--- config.mk ---
export PLATFORM = sky130hd
export DESIGN_NAME = qspi_cmd_engine
export DESIGN_NICKNAME = d
export VERILOG_FILES = /design/src/rtl/qspi_cmd_engine.sv
export SDC_FILE = /design/constraint.sdc
export NUM_CORES = 1
export LEC_CHECK = 0
export CORE_MARGIN = 5
export CORE_UTILIZATION = 45
export CTS_CLUSTER_SIZE = 40
export DETAILED_ROUTE_END_ITERATION = 8
export PLACE_DENSITY = 0.81
export SETUP_SLACK_MARGIN = 0.5
export SKIP_LAST_GASP = 1
export SLEW_MARGIN = 20
export SYNTH_ARGS = -nofsm -noshare
export SYNTH_HDL_FRONTEND = slang
export SYNTH_SLANG_ARGS = --single-unit
--- constraint.sdc ---
create_clock -name clk_25M -period 1.48 [get_ports clk_25M]
set_input_delay 0.148 -clock clk_25M [delete_from_list [all_inputs] [get_ports clk_25M]]
set_output_delay 0.148 -clock clk_25M [all_outputs]
set_load 0.02 [all_outputs]
--- src/rtl/qspi_cmd_engine.sv ---
// -----------------------------------------------------------------------------
// qspi_cmd_engine
//
// Serial back end of the flash test path. It takes one flash transaction at a
// time from the command sequencer and serialises it onto the QSPI pins with
// SCK running at clk_25M/2 (SPI mode 0). Read transactions return the captured
// byte on O_read_data. Every accepted request ends with a one-cycle O_done_sig
// pulse.
//
// Ports:
//   clk_25M        in   1   25 MHz system clock
//   I_rst_n        in   1   asynchronous reset, active low
//   I_cmd_type     in   5   bit4 = request valid, [3:0] = transaction select
//   I_flash_cmd    in   8   opcode
//   I_flash_addr   in  24   address, MSB first
//   I_status_reg   in  16   write-NVCR payload (low byte sent first)
//   I_test_vec     in   8   program data byte
//   I_qspi_dq_in   in   4   pad inputs DQ[3:0] (read data arrives on DQ1)
//   O_done_sig     out  1   one-cycle completion pulse
//   O_read_data    out  8   last byte read
//   O_qspi_clk     out  1   SCK
//   O_qspi_cs_n    out  1   chip select, active low
//   O_qspi_dq_out  out  4   pad outputs
//   O_qspi_dq_oe   out  4   pad output enables
// -----------------------------------------------------------------------------
module qspi_cmd_engine (
    input  logic        clk_25M,
    input  logic        I_rst_n,
    input  logic [4:0]  I_cmd_type,
    input  logic [7:0]  I_flash_cmd,
    input  logic [23:0] I_flash_addr,
    input  logic [15:0] I_status_reg,
    input  logic [7:0]  I_test_vec,
    input  logic [3:0]  I_qspi_dq_in,
    output logic        O_done_sig,
    output logic [7:0]  O_read_data,
    output logic        O_qspi_clk,
    output logic        O_qspi_cs_n,
    output logic [3:0]  O_qspi_dq_out,
    output logic [3:0]  O_qspi_dq_oe
);

    typedef enum logic [2:0] {
        ST_IDLE,
        ST_SETUP,
        ST_SHIFT,
        ST_HOLD,
        ST_DONE
    } state_t;

    state_t      state;
    state_t      next_state;

    // Outgoing bits are always taken from the top of tx_shift; the payload is
    // packed MSB-first at acceptance so one shifter serves every transaction.
    logic [47:0] tx_shift;
    logic [7:0]  rx_shift;
    logic [7:0]  read_data;
    logic [5:0]  bit_cnt;
    logic [5:0]  n_bits;
    logic        is_read;
    logic        is_quad;
    logic        sck_phase;

    logic [5:0]  dec_bits;
    logic        dec_read;
    logic        dec_quad;
    logic        dec_known;

    logic        last_bit;
    logic        in_read;
    logic        in_quad;

    // Only DQ1 carries read data in the supported transactions.
    logic        unused_dq_in;
    assign unused_dq_in = &{1'b0, I_qspi_dq_in[3:2], I_qspi_dq_in[0]};

    // Transaction decode: total SCK cycles and which tail phase follows the
    // single-line header. Reads switch after the 8-bit opcode, quad program
    // after opcode + address (32 bits).
    always_comb begin
        dec_bits  = 6'd0;
        dec_read  = 1'b0;
        dec_quad  = 1'b0;
        dec_known = 1'b1;
        case (I_cmd_type[3:0])
            4'h0:    begin dec_bits = 6'd16; dec_read = 1'b1; end
            4'h1:    dec_bits = 6'd8;
            4'h2:    dec_bits = 6'd32;
            4'h3:    begin dec_bits = 6'd16; dec_read = 1'b1; end
            4'h5:    dec_bits = 6'd40;
            4'h6:    dec_bits = 6'd24;
            4'h8:    begin dec_bits = 6'd34; dec_quad = 1'b1; end
            default: dec_known = 1'b0;
        endcase
    end

    assign last_bit = (bit_cnt == (n_bits - 6'd1));
    assign in_read  = is_read && (bit_cnt >= 6'd8);
    assign in_quad  = is_quad && (bit_cnt >= 6'd32);

    // State register.
    always_ff @(posedge clk_25M or negedge I_rst_n) begin
        if (!I_rst_n) begin
            state <= ST_IDLE;
        end else begin
            state <= next_state;
        end
    end

    // Next state and pin outputs. Unknown codes skip straight to DONE so the
    // sequencer still sees a completion without any pin activity. DONE always
    // returns to IDLE, which keeps CS_n high for at least two clocks.
    always_comb begin
        next_state    = state;
        O_qspi_cs_n   = 1'b1;
        O_qspi_clk    = 1'b0;
        O_qspi_dq_out = 4'b1100;
        O_qspi_dq_oe  = 4'b1100;
        O_done_sig    = 1'b0;
        case (state)
            ST_IDLE: begin
                if (I_cmd_type[4]) begin
                    next_state = dec_known ? ST_SETUP : ST_DONE;
                end
            end
            ST_SETUP: begin
                O_qspi_cs_n   = 1'b0;
                O_qspi_dq_out = {3'b110, tx_shift[47]};
                O_qspi_dq_oe  = 4'b1101;
                next_state    = ST_SHIFT;
            end
            ST_SHIFT: begin
                O_qspi_cs_n = 1'b0;
                O_qspi_clk  = sck_phase;
                if (in_quad) begin
                    O_qspi_dq_out = tx_shift[47:44];
                    O_qspi_dq_oe  = 4'b1111;
                end else if (in_read) begin
                    O_qspi_dq_out = 4'b1100;
                    O_qspi_dq_oe  = 4'b1100;
                end else begin
                    O_qspi_dq_out = {3'b110, tx_shift[47]};
                    O_qspi_dq_oe  = 4'b1101;
                end
                if (sck_phase && last_bit) begin
                    next_state = ST_HOLD;
                end
            end
            ST_HOLD: begin
                O_qspi_cs_n   = 1'b0;
                O_qspi_dq_out = 4'b1100;
                O_qspi_dq_oe  = 4'b1101;
                next_state    = ST_DONE;
            end
            ST_DONE: begin
                O_done_sig = 1'b1;
                next_state = ST_IDLE;
            end
            default: next_state = ST_IDLE;
        endcase
    end

    // Datapath. The edge that closes each SCK-high phase advances the bit
    // counter, moves the shifter and samples DQ1 during a read phase. The read
    // byte is published on the HOLD->DONE edge so it is valid alongside done.
    always_ff @(posedge clk_25M or negedge I_rst_n) begin
        if (!I_rst_n) begin
            tx_shift  <= '0;
            rx_shift  <= '0;
            read_data <= '0;
            bit_cnt   <= '0;
            n_bits    <= '0;
            is_read   <= 1'b0;
            is_quad   <= 1'b0;
            sck_phase <= 1'b0;
        end else begin
            case (state)
                ST_IDLE: begin
                    if (I_cmd_type[4]) begin
                        n_bits    <= dec_bits;
                        is_read   <= dec_read;
                        is_quad   <= dec_quad;
                        bit_cnt   <= '0;
                        sck_phase <= 1'b0;
                        if (I_cmd_type[3:0] == 4'h6) begin
                            tx_shift <= {I_flash_cmd, I_status_reg[7:0],
                                         I_status_reg[15:8], 24'h000000};
                        end else begin
                            tx_shift <= {I_flash_cmd, I_flash_addr,
                                         I_test_vec, 8'h00};
                        end
                    end
                end
                ST_SHIFT: begin
                    sck_phase <= ~sck_phase;
                    if (sck_phase) begin
                        bit_cnt <= bit_cnt + 6'd1;
                        if (in_quad) begin
                            tx_shift <= {tx_shift[43:0], 4'h0};
                        end else begin
                            tx_shift <= {tx_shift[46:0], 1'b0};
                        end
                        if (in_read) begin
                            rx_shift <= {rx_shift[6:0], I_qspi_dq_in[1]};
                        end
                    end
                end
                ST_HOLD: begin
                    if (is_read) begin
                        read_data <= rx_shift;
                    end
                end
                default: ;
            endcase
        end
    end

    assign O_read_data = read_data;

endmodule
==> flow_summary.ini <==
[logic_synthesis]
netlist-cell-type-count = 56
syn-mean-instance-area_um2 = 9.85
ys_seq_elements = 72
synthAdderAreaFrac_pct = 0.908
ys_seq_area_share_pct = 43.6
synth_edf_count = 0
synth_top_family_by_area = compound AO/OA/AOI/OAI gates
async_flop_share_pct = 100
synth_compound_area_share_pct = 22.6
synth_xor_xnor_area_share_pct = 2.12
synth_top_flop_cell = dfrtp_1
syn_area_um2 = 4140
synth_cells = 420
synth-simple-area-share_pct = 17.5
yosys_warnings = 0
yosys-mux-area-fraction_pct = 7.62

[grt]
grtUsageTotal_pct = 21.0
antenna_found_initial = 0
grt_pass1_wl_um = 18900
grt_max_degree = 50
grt_pass1_vias = 3710
overflow = 0

[min_path]
hold_class = input pin to async pin

[timing]
fin_ws_ps = -359
holdWs_ps = 237
finalSetupViolations = 68
fin_crit_ps = 1840
fmax_mhz = 544
tightest_slew_ps = 548
rsz0062_at_grt = true
relSlewSlack_pct = 63.2
finClkSkew_ps = 13.1
hold_viol_final = 0
slew_viol_final = 0
finalCritPeriodShare_pct = 124

[clock_tree]
clk_path_buf_depth = 2
clock_sinks = 72
clock_latency_ps = 360
cts_made_buffers = 9
clkSlewWorstSetupHoldPaths_ps = 80
cts_tree = yes
htree_levels = 3
cts_root_buf = clkbuf_8

[floorplanning]
start_util_pct = 45.4
boundaryPins = 86
dieArea_um2 = 11200
core_area_um2 = 9110
die_h_um = 106
die_x_um = 106
std_cell_rows = 35

[final_layout]
syn_to_final_growth_pct = 60.2
final_nets = 626
finalInstanceArea_um2 = 6630
fillers = 608
final_common_cell = dfrtp_1
num_antenna_cells = 0
multi_input_area_um2 = 2630
final_cell_mix = dfrtp_1 (69), clkdlybuf4s50_1 (62), buf_4 (44)
seqCellArea_um2 = 1810
layout-drive-gt1-share_pct = 39.6

[power_and_ir_drop]
p_leak_uw = 0.00296
p_total_uw = 9980
power.density_nw_per_um2 = 1510
ir_worst_vdd_mv = 0.923

[place]
place_area_um2 = 5430
io_buffer_count = 80
pre_cts_ws_ps = -397
dpl.hpwl_um = 7750
place.gp.congestion = 0.848

[detailed_routing]
dr.pass1.iters = 5
drtIter0Drc = 330
drtAntennaViolNets = 0
drc_errors = 0
wl_um = 14400
viasPerCell = 6.11
vias = 4103
wire_per_inst_um = 21.5

[critical_path]
cp.required_ps = 1330
path_class = register to output pin
cp.arrival_ps = 1690
worst_setup_path_end_kind = output pin
worstPathMaxFanout = 5
start_kind = register

[run]
maxCapViolCount = 0

[run_status]
status = finished, violations left
violations = setup timing
[flip-flops by register name, summed over array words and instances, names as in the netlist]
signal,cells
state,3
rx_shift,8
bit_cnt,6
O_read_data,8
sck_phase,1
tx_shift,40
is_quad,1
is_read,1
n_bits,4
[critical path: stages (launching register included)]
cell and delay, ps:
dfrtp_2 450, nor2_1 190, nand2_2 150, or3_4 400
buf_6 140
[per-layer routing]
layer  wire (um)  up-vias  GRT usage [%]
li1            -     1811              -
met1        5720     2049           27.8
met2        7460      196           34.7
met3         793       47           4.29
met4         468        0           6.38
met5           0        -              0
[Yosys cell counts (all sizes together) (2+ instances only)]
master | count | area share (%)
and2 | 3 | 0.45
a32oi | 3 | 0.64
nand2b | 3 | 0.45
nand3 | 9 | 1.1
a22oi | 12 | 2.2
a211oi | 34 | 6.3
o31ai | 16 | 3.9
or3 | 2 | 0.30
ha | 3 | 0.91
a22o | 2 | 0.42
xnor2 | 5 | 1.1
a311oi | 8 | 1.7
nor2b | 17 | 2.6
buf | 27 | 3.9
mux2 | 28 | 7.6
a21oi | 5 | 0.61
dfrtp | 72 | 44
clkbuf | 13 | 1.2
nand4 | 2 | 0.30
xor2 | 5 | 1.1
a21o | 10 | 1.8
nor3b | 3 | 0.67
o21ai | 20 | 2.4
nand2 | 53 | 4.8
nand4b | 2 | 0.42
nor2 | 21 | 2.0
and3 | 16 | 2.4
o22ai | 3 | 0.45
inv | 5 | 0.45
[worst paths after layout]
check,from,to,slack (ps),cells past startpoint
min,I_rst_n,rx_shift[0],240,2
min in group clk_25M,I_qspi_dq_in[1],rx_shift[0],430,2
max,state[0],O_qspi_dq_out[2],-360,4
min reg2reg,tx_shift[13],tx_shift[13],520,2
max in group asynchronous,I_rst_n,sck_phase,740,3
max reg2reg,state[2],tx_shift[31],-290,7
[what timing repair did]
action / 4_1_cts / 5_1_grt
setup buffers: 7 / 19
hold endpoints to repair: 17 / 0
endpoints found under the setup margin: 89 / 94
gates resized for setup: 112 / 100
cloned: 2 / 11
hold buffers: 1 / 0
pin swaps: 10 / 28
[power by group]
group / internal (uW) / leakage, uW / switching, uW
clock: 605 / 0.0000814 / 824
combinational: 2720 / 0.00195 / 2510
sequential: 2600 / 0.000931 / 714
[cells by family after synthesis]
logic type,count (synthesis)
flip-flops,72
adder cells (fa/ha/maj),3
XOR/XNOR,10
buffers and inverters,45
AND/OR/NAND/NOR,139
AO/OA/AOI/OAI,122
other,1
multiplexers,28
[per-stage QoR]
| stage | util [%] | setup TNS (ps) | instances |
|---|---|---|---|
| final | 72.7 | -15340 | 672 |
| after global routing | 72.7 | -18480 | 672 |
| after CTS | 63.8 | -12970 | 642 |
| after detailed placement | 59.6 | -17450 | 616 |
| after global placement | 59.6 | -15240 | 616 |
| after floorplan | - | -1270 | 421 |
[final cells by class]
cell class                      count  area share [%]
Clock buffer                        9            1.87
Clock inverter                      7           0.699
Inverter                            5           0.359
Multi-Input combinational cell    305            39.7
Sequential cell                    72            27.2
Tap cell                          111            2.10
Timing Repair Buffer              163            28.1
Note: power is estimated with default switching activity, not from simulation.
